## src/rtl/fifo_width_conv_ctrl.sv

```systemverilog
// Pointer and status control for the 2:1 width-converting FIFO.
// Write pointer counts words; read pointer counts half-words (bit 0 is the half select).
module fifo_width_conv_ctrl #(
  parameter int unsigned ADDR_WIDTH = 2
) (
  input  logic                  clk,
  input  logic                  reset,
  input  logic                  wr,
  input  logic                  rd,
  output logic                  w_en,
  output logic [ADDR_WIDTH-1:0] w_addr,
  output logic [ADDR_WIDTH-1:0] r_addr,
  output logic                  r_half,
  output logic                  empty,
  output logic                  full
);

  localparam int unsigned WPtrWidth = ADDR_WIDTH + 1;
  localparam int unsigned RPtrWidth = ADDR_WIDTH + 2;

  logic [WPtrWidth-1:0] w_ptr_q, w_ptr_d;
  logic [RPtrWidth-1:0] r_ptr_q, r_ptr_d;
  logic                 r_en;

  always_ff @(posedge clk or negedge reset) begin
    if (!reset) begin
      w_ptr_q <= '0;
      r_ptr_q <= '0;
    end else begin
      w_ptr_q <= w_ptr_d;
      r_ptr_q <= r_ptr_d;
    end
  end

  // Both flags come only from registered pointers, so rd/wr never reach them combinationally.
  assign empty = (r_ptr_q == {w_ptr_q, 1'b0});
  assign full  = (r_ptr_q[RPtrWidth-1:1] == {~w_ptr_q[WPtrWidth-1], w_ptr_q[ADDR_WIDTH-1:0]});

  assign w_en = wr & ~full;
  assign r_en = rd & ~empty;

  always_comb begin
    w_ptr_d = w_ptr_q;
    r_ptr_d = r_ptr_q;
    if (w_en) w_ptr_d = w_ptr_q + 1'b1;
    if (r_en) r_ptr_d = r_ptr_q + 1'b1;
  end

  assign w_addr = w_ptr_q[ADDR_WIDTH-1:0];
  assign r_addr = r_ptr_q[ADDR_WIDTH:1];
  assign r_half = r_ptr_q[0];

endmodule

```

## src/rtl/fifo_width_conv.sv

```systemverilog
// Synchronous FIFO that accepts full-width words and returns them as two half-words,
// low half first. Show-ahead read data.
module fifo_width_conv #(
  parameter int unsigned DATA_WIDTH = 8,
  parameter int unsigned ADDR_WIDTH = 2
) (
  input  logic                      clk,
  input  logic                      reset,
  input  logic                      wr,
  input  logic [DATA_WIDTH-1:0]     w_data,
  input  logic                      rd,
  output logic [DATA_WIDTH/2-1:0]   r_data,
  output logic                      empty,
  output logic                      full
);

  localparam int unsigned RDataWidth = DATA_WIDTH / 2;
  localparam int unsigned Depth      = 2 ** ADDR_WIDTH;

  logic [DATA_WIDTH-1:0] mem_q [Depth];
  logic                  w_en;
  logic [ADDR_WIDTH-1:0] w_addr;
  logic [ADDR_WIDTH-1:0] r_addr;
  logic                  r_half;

  fifo_width_conv_ctrl #(
    .ADDR_WIDTH (ADDR_WIDTH)
  ) u_ctrl (
    .clk    (clk),
    .reset  (reset),
    .wr     (wr),
    .rd     (rd),
    .w_en   (w_en),
    .w_addr (w_addr),
    .r_addr (r_addr),
    .r_half (r_half),
    .empty  (empty),
    .full   (full)
  );

  // Storage is cleared on reset so r_data reads 0 while empty after reset.
  always_ff @(posedge clk or negedge reset) begin
    if (!reset) begin
      for (int i = 0; i < Depth; i++) begin
        mem_q[i] <= '0;
      end
    end else if (w_en) begin
      mem_q[w_addr] <= w_data;
    end
  end

  assign r_data = r_half ? mem_q[r_addr][DATA_WIDTH-1:RDataWidth]
                         : mem_q[r_addr][RDataWidth-1:0];

endmodule

```

## config.mk

```make
export PLATFORM = sky130hd
export DESIGN_NAME = fifo_width_conv
export DESIGN_NICKNAME = d
export VERILOG_FILES = /design/src/rtl/fifo_width_conv_ctrl.sv /design/src/rtl/fifo_width_conv.sv
export SDC_FILE = /design/constraint.sdc
export NUM_CORES = 1
export LEC_CHECK = 0
export BUFFER_PORTS_ARGS = -buffer_cell sky130_fd_sc_hd__buf_2
export CELL_PAD_IN_SITES_DETAIL_PLACEMENT = 1
export CELL_PAD_IN_SITES_GLOBAL_PLACEMENT = 1
export CORE_ASPECT_RATIO = 0.9
export CORE_MARGIN = 2
export CORE_UTILIZATION = 44
export CTS_CLUSTER_DIAMETER = 100
export DETAILED_ROUTE_END_ITERATION = 7
export PLACE_DENSITY = 0.76
export SYNTH_ARGS = -nofsm -noshare
export SYNTH_HDL_FRONTEND = slang
export SYNTH_SLANG_ARGS = --single-unit
```

## constraint.sdc

```tcl
create_clock -name clk -period 1.85 [get_ports clk]
set_clock_uncertainty 0.2 [all_clocks]
set_input_delay 0.37 -clock clk [delete_from_list [all_inputs] [get_ports clk]]
set_output_delay 0.37 -clock clk [all_outputs]
set_load 0.01 [all_outputs]
```

==> results of run 1 <==
## registers in the layout (all words and copies together), names as in the netlist
name,cells
mem_q,32
u_ctrl.r_ptr_q,4
u_ctrl.w_ptr_q,3
## layer usage
layer  vias to the layer above  track usage, %  part of all wire, %
li1                        578               -                    -
met1                       694            31.9                   44
met2                        27            40.8                   52
met3                         8            5.89                  2.6
met4                         0            5.58                  1.2
met5                         -               0                    0
## metrics by stage
| step | TNS [ns] | cell area, sq um | worst slack, ns | instances |
|---|---|---|---|---|
| final | -14.77 | 2830 | -0.538 | 239 |
| after global routing | -16.47 | 2830 | -0.573 | 239 |
| after CTS | -9.26 | 2670 | -0.494 | 239 |
| after detailed placement | -6.63 | 2380 | -0.287 | 222 |
| after global placement | -5.02 | 2380 | -0.265 | 222 |
| after floorplan | -0.383 | 2020 | -0.0853 | 129 |
## cells by family (layout without fill, tap and decap cells)
family          Yosys count  count (layout)  synth area share (%)
compound gates           13              13                  7.77
xor+xnor                  8               8                  5.20
fa+ha+maj                 5               5                  3.13
buf+inv                   6              54                  1.25
flops                    39              39                  48.9
mux                      46              46                  30.8
simple gates             12              12                  2.88
## critical path, stage by stage (launching register included)
cell and delay (ns):
dfrtp_4 0.51, buf_4 0.17, mux4_2 0.44, mux2_4 0.27, buf_2 0.14
## how the worst max path moves through the flow
| stage | slack (ns) | from | endpoint | depth (start not counted) |
|---|---|---|---|---|
| final | -0.54 | u_ctrl.r_ptr_q[1] | r_data[3] | 4 |
| after global routing | -0.57 | u_ctrl.r_ptr_q[1] | r_data[2] | 4 |
| after CTS | -0.49 | u_ctrl.r_ptr_q[1] | r_data[1] | 4 |
| after detailed placement | -0.29 | u_ctrl.r_ptr_q[1] | r_data[2] | 3 |
| after global placement | -0.26 | u_ctrl.r_ptr_q[1] | r_data[3] | 3 |
| after floorplan | -0.09 | u_ctrl.r_ptr_q[1] | r_data[0] | 3 |
## layout make-up
class	instances	area, sq um
sequential	39	980
clock buffer	6	82.6
multi-input combinational	84	1220
fill	400	1580
timing repair buffer	44	445
inverter	3	11.3
clock inverter	1	5.00
tap	62	77.6
## repair_timing
item	4_1_cts	5_1_grt
buffers inserted	8	2
cloned	1	0
hold buffers	1	0
pin swaps	6	7
gates resized for setup	20	44
hold endpoints to repair	15	0
endpoints found under the setup margin	42	44
## Yosys cell counts, types with 2 or more instances
cell type	n
nor2_1	2
mux4_2	8
a31oi_4	4
dfrtp_1	39
xnor2_2	2
o21ai_0	2
xor2_1	3
xnor2_1	2
mux2_4	2
ha_1	5
o41ai_1	2
inv_1	3
mux2_2	36
nand2_1	5
## report_power, final
| part | internal, uW | total [uW] | switching [uW] |
|---|---|---|---|
| Combinational | 2310 | 4000 | 1680 |
| Sequential | 1310 | 1660 | 357 |
| Clock | 293 | 587 | 294 |
==> summary.md, run 1 <==
| Metric | Value |
|---|---|
| Bufs on Longest Clock Path | `2` |
| Post-synth EDFFs | `0` |
| RSZ-0062 raised after global routing | `true` |
| Mapped Area | `2000 sq um` |
| Max Fclk | `419 MHz` |
| Total CTS buffers | `5` |
| First-pass GRT wire length | `8.58 mm` |
| Slew Limit Fails | `0` |
| Failing checks | `setup timing` |
| Mean Syn Cell Area | `15.5 sq um` |
| Crit path arrival time | `1.82 ns` |
| Die width | `75.0 um` |
| Number of diodes | `0` |
| PD cells | `2210 nW/um^2` |
| Worst-Skew Late Latency | `0.29 ns` |
| Vias in the first global route | `1,505` |
| Critical R2R Capture | `mem_q[26]` |
| CORE AREA | `4400 sq um` |
| DRC Markers | `0` |
| DP HPWL | `3.15 mm` |
| Layout area overhead | `41.6%` |
| Starting Density | `45.3%` |
| Fraction of layout cells with a size suffix above 1 | `65.5%` |
| Overall routing resource usage | `24.3%` |
| Post-Syn Nets | `146` |
| Final period util | `129%` |
| Synth Warn # | `0` |
| Largest net degree at the start of global routing | `25` |
| Vias post-DR | `1,307` |
| Htree depth | `2` |
| Worst-path clk slew | `0.08 ns` |
| Maximum vdd drop | `0.908 mV` |
| Drt wl/cell | `23.5 um` |
| Slew @ Worst Pin | `0.494 ns` |
| Origin of the critical flop-to-flop path | `u_ctrl.r_ptr_q[1]` |
| Peak fanout along the critical path | `3` |
| Hold WS | `0.168 ns` |
| CTS tree | `yes` |
| Gr ovfl total | `0` |
| Top_reg_cell synth | `dfrtp_1` |
| Asr flop ratio synth | `100%` |
| Routed vias/inst | `5.47` |
| Most frequent cells in the layout | `38 x dfrtp_1, 37 x mux2_4, 14 x buf_2` |
| Rows | `23` |
| CP startpoint kind | `flip-flop` |
| Post-synth cell types | `28` |
| Die H | `67.9 um` |
| Top-area cell type share of the netlist area | `48.9%` |
| GP Congestion | `0.803` |
| Routed wire length | `5.63 mm` |
| Clk root buf | `clkbuf_8` |
| Register area share after synthesis | `48.9%` |
| Clock Sinks | `39` |
| Setup WS post-layout | `-0.538 ns` |
| Hold Crit Depth | `2` |
| Critical path required time | `1.28 ns` |
| Design Power | `6250 uW` |
| Number of synthesized register bits | `39` |
| Min Tclk post-route | `2.39 ns` |
| R2r setup slk | `-0.35 ns` |
| Final core utilization | `64.2%` |
| # port buffers | `17` |
| Hold Fails Final Rpt | `0` |
| Worst min path class | `in -> reg` |
| Slew Limit Headroom | `67.0%` |
| Final #Nets | `194` |
| Synth top area cells | `dfrtp_1 49%, mux2_2 20%, mux4_2 9.0%` |
| Max_cap viols | `0` |
| Initial antenna violation count | `0` |
| Commonest non-fill, non-tap cell in the layout | `dfrtp_1` |
| Hold_sp | `w_data[6]` |
| Outcome | `complete, but fails checks` |
| Routed Antenna Nets | `0` |
| I/O Pins | `18` |
| FF-to-FF path depth | `8` |
| Crit Path Category | `reg -> out` |
| Final Setup Violations | `44` |
| First-pass iteration count of the detailed router | `4` |
| Leak | `0.00125 uW` |
| Cells after Synth | `129` |
| Initial DRC Count | `64` |
| Yosys top cell by area | `dfrtp_1` |
| Hold EP | `mem_q[30]` |
| Worst Setup End Kind | `output port` |
| Die area | `5090 sq um` |
Power figures use the tool's default switching activity.
==> run 2, diff against run 1 <==
--- a/config.mk
+++ b/config.mk
@@ -13,6 +13,7 @@
 export CORE_UTILIZATION = 44
 export CTS_CLUSTER_DIAMETER = 100
 export DETAILED_ROUTE_END_ITERATION = 7
+export GPL_TIMING_DRIVEN = 0
 export PLACE_DENSITY = 0.76
 export SYNTH_ARGS = -nofsm -noshare
 export SYNTH_HDL_FRONTEND = slang
==> constraint.sdc (replaced) <==
create_clock -name clk -period 2.09 [get_ports clk]
set_clock_uncertainty 0.2 [all_clocks]
set_input_delay 0.418 -clock clk [delete_from_list [all_inputs] [get_ports clk]]
set_output_delay 0.418 -clock clk [all_outputs]
set_load 0.01 [all_outputs]
==> run 2 against run 1 <==
Effect of this change: the run still ends with setup timing left; flip-flop and latch count did not move; first-iteration DRC count shrank 47%; clock power is 11% higher; register-to-register slack improved by 0.35 ns; critical path type unchanged; largest power group unchanged; highest routed layer unchanged.
==> summary.md, run 2 (synthesis results as in run 1) <==
| Metric | Value |
|---|---|
| Routed wire length | `4.51 mm (was 5.63 mm)` |
| Net Sw Frac | `36.8% (was 37.4%)` |
| Worst Setup SP | `u_ctrl.r_ptr_q[1] (unchanged)` |
| Outcome | `complete, but fails checks (unchanged)` |
| Max_cap viols | `0 (unchanged)` |
| Commonest non-fill, non-tap cell in the layout | `dfrtp_1 (unchanged)` |
| Largest net degree at the start of global routing | `40 (was 25)` |
| Rows | `23 (unchanged)` |
| Reg power frac | `31.0% (was 26.6%)` |
| Worst-path clk slew | `0.09 ns (was 0.08 ns)` |
| Die width | `75.0 um (unchanged)` |
| Drt wl/cell | `20.1 um (was 23.5 um)` |
| RSZ-0062 raised after global routing | `true (unchanged)` |
| Slew Limit Fails | `0 (unchanged)` |
| Layout area overhead | `22.7% (was 41.6%)` |
| Worst min path class | `in -> async (was in -> reg)` |
| Initial DRC Count | `34 (was 64)` |
| Peak fanout along the critical path | `8 (was 3)` |
| Vias post-DR | `1,198 (was 1,307)` |
| # port buffers | `17 (unchanged)` |
| GP Congestion | `0.713 (was 0.803)` |
| DRC Markers | `0 (unchanged)` |
| Worst Setup End Kind | `output port (unchanged)` |
| CP startpoint kind | `flip-flop (unchanged)` |
| PD cells | `1930 nW/um^2 (was 2210 nW/um^2)` |
| Routed vias/inst | `5.35 (was 5.47)` |
| Worst-Skew Late Latency | `0.30 ns (was 0.29 ns)` |
| Vias in the first global route | `1,335 (was 1,505)` |
| Crit path arrival time | `1.80 ns (was 1.82 ns)` |
| DP HPWL | `2.87 mm (was 3.15 mm)` |
| Maximum vdd drop | `0.731 mV (was 0.908 mV)` |
| Failing checks | `setup timing (unchanged)` |
| Hold_buf cts | `0 (was 1)` |
| Max Fclk | `413 MHz` |
| CTS tree | `yes (unchanged)` |
| Routed Antenna Nets | `0 (unchanged)` |
| First-pass GRT wire length | `6.98 mm (was 8.58 mm)` |
| Origin of the critical flop-to-flop path | `u_ctrl.w_ptr_q[2] (was u_ctrl.r_ptr_q[1])` |
| Internal power component | `2990 uW (was 3910 uW)` |
| Gr ovfl total | `0 (unchanged)` |
| Setup WS post-layout | `-0.331 ns (was -0.538 ns)` |
| Clk root buf | `clkbuf_8 (unchanged)` |
| Gate power share | `55.2% (was 64.0%)` |
| Final period util | `116%` |
| First-pass iteration count of the detailed router | `4 (unchanged)` |
| Starting Density | `45.3% (unchanged)` |
| Hold Fails Final Rpt | `0 (unchanged)` |
| Final Setup Violations | `6 (was 44)` |
| Final #Nets | `178 (was 194)` |
| Clock network fraction of design power | `13.8% (was 9.4%)` |
| Slew Limit Headroom | `41.8% (was 67.0%)` |
| Clock Sinks | `39 (unchanged)` |
| Bufs on Longest Clock Path | `2 (unchanged)` |
| Reg with most FFs | `mem_q (unchanged)` |
| Htree depth | `2 (unchanged)` |
| Final core utilization | `55.6% (was 64.2%)` |
| CORE AREA | `4400 sq um (unchanged)` |
| Die H | `67.9 um (unchanged)` |
| I/O Pins | `18 (unchanged)` |
| Crit Path Category | `reg -> out (unchanged)` |
| Total CTS buffers | `5 (unchanged)` |
| Leak | `0.00103 uW (was 0.00125 uW)` |
| Most frequent cells in the layout | `37 x dfrtp_1, 33 x mux2_2, 13 x buf_2 (was 38 x dfrtp_1, 37 x mux2_4, 14 x buf_2)` |
| Hold WS | `0.0290 ns (was 0.168 ns)` |
| Switching power total | `1740 uW (was 2340 uW)` |
| Slew @ Worst Pin | `0.873 ns (was 0.494 ns)` |
| Min Tclk post-route | `2.42 ns` |
| Fraction of layout cells with a size suffix above 1 | `59.3% (was 65.5%)` |
| Critical path required time | `1.47 ns (was 1.28 ns)` |
| Overall routing resource usage | `19.6% (was 24.3%)` |
| Initial antenna violation count | `0 (unchanged)` |
| Max reg flops | `32 (unchanged)` |
| Number of diodes | `0 (unchanged)` |
| Largest regs | `mem_q x32, u_ctrl.r_ptr_q x4, u_ctrl.w_ptr_q x3 (unchanged)` |
| Die area | `5090 sq um (unchanged)` |
-- run 2: power groups by stage --
stage	Sequential, uW	Combinational, uW	Clock (uW)
floorplan	1370	1610	0
global placement	1420	1980	0
detailed placement	1470	2060	0
CTS	1460	2380	664
global route	1520	2800	701
finish	1470	2610	651
-- run 2: final timing paths --
path / endpoint / slack (ns) / cells past startpoint
max in group asynchronous: u_ctrl.r_ptr_q[1] / 1.06 / 1
worst max register to register: u_ctrl.r_ptr_q[1] / 0 / 3
worst max-delay path: r_data[0] / -0.33 / 4
worst min register to register: mem_q[29] / 0.31 / 1
min in group clk: u_ctrl.r_ptr_q[0] / 0.18 / 2
worst min-delay path: u_ctrl.r_ptr_q[0] / 0.03 / 1
-- run 2: critical path: stages, from the launching register on --
cell and delay, ns:
dfrtp_2 0.41, buf_12 0.15, mux4_2 0.52, mux2_4 0.30, buf_6 0.12
-- run 2: area by class of cell --
cell class	count	area (sq um)
Fill cell	423	1950
Clock buffer	5	68.8
Tap cell	62	77.6
Inverter	3	11.3
Clock inverter	3	47.5
Multi-Input combinational cell	84	1040
Timing Repair Buffer	25	183
Sequential cell	39	978
Buffer	3	38.8
-- run 2: timing repair --
| action | in CTS | in global routing |
|---|---|---|
| buffers inserted | 2 | 6 |
| hold endpoints to repair | 0 | 0 |
| endpoints found under the setup margin | 6 | 10 |
| gates resized for setup | 15 | 7 |
| pin swaps | 0 | 2 |
-- run 2: routing by layer --
metal / vias up / routed length, um / GRT usage, %
met5: - / 0 / 0
met4: 0 / 61 / 6.25
met3: 7 / 156 / 6.33
met2: 21 / 2320 / 32.5
met1: 619 / 1970 / 24.5
li1: 551 / - / -
-- run 2: stage by stage --
step	setup WS (ns)	area (sq um)	cells	total power [uW]	TNS, ns
4_1_cts	-0.353	2360	218	4500	-1.92
3_5_place_dp	-0.353	2160	208	3530	-1.39
5_1_grt	-0.388	2450	224	5020	-2.01
6_report	-0.331	2450	224	4730	-1.30
2_1_floorplan	0.00365	2000	129	2980	0
3_3_place_gp	-0.326	2160	208	3400	-1.25
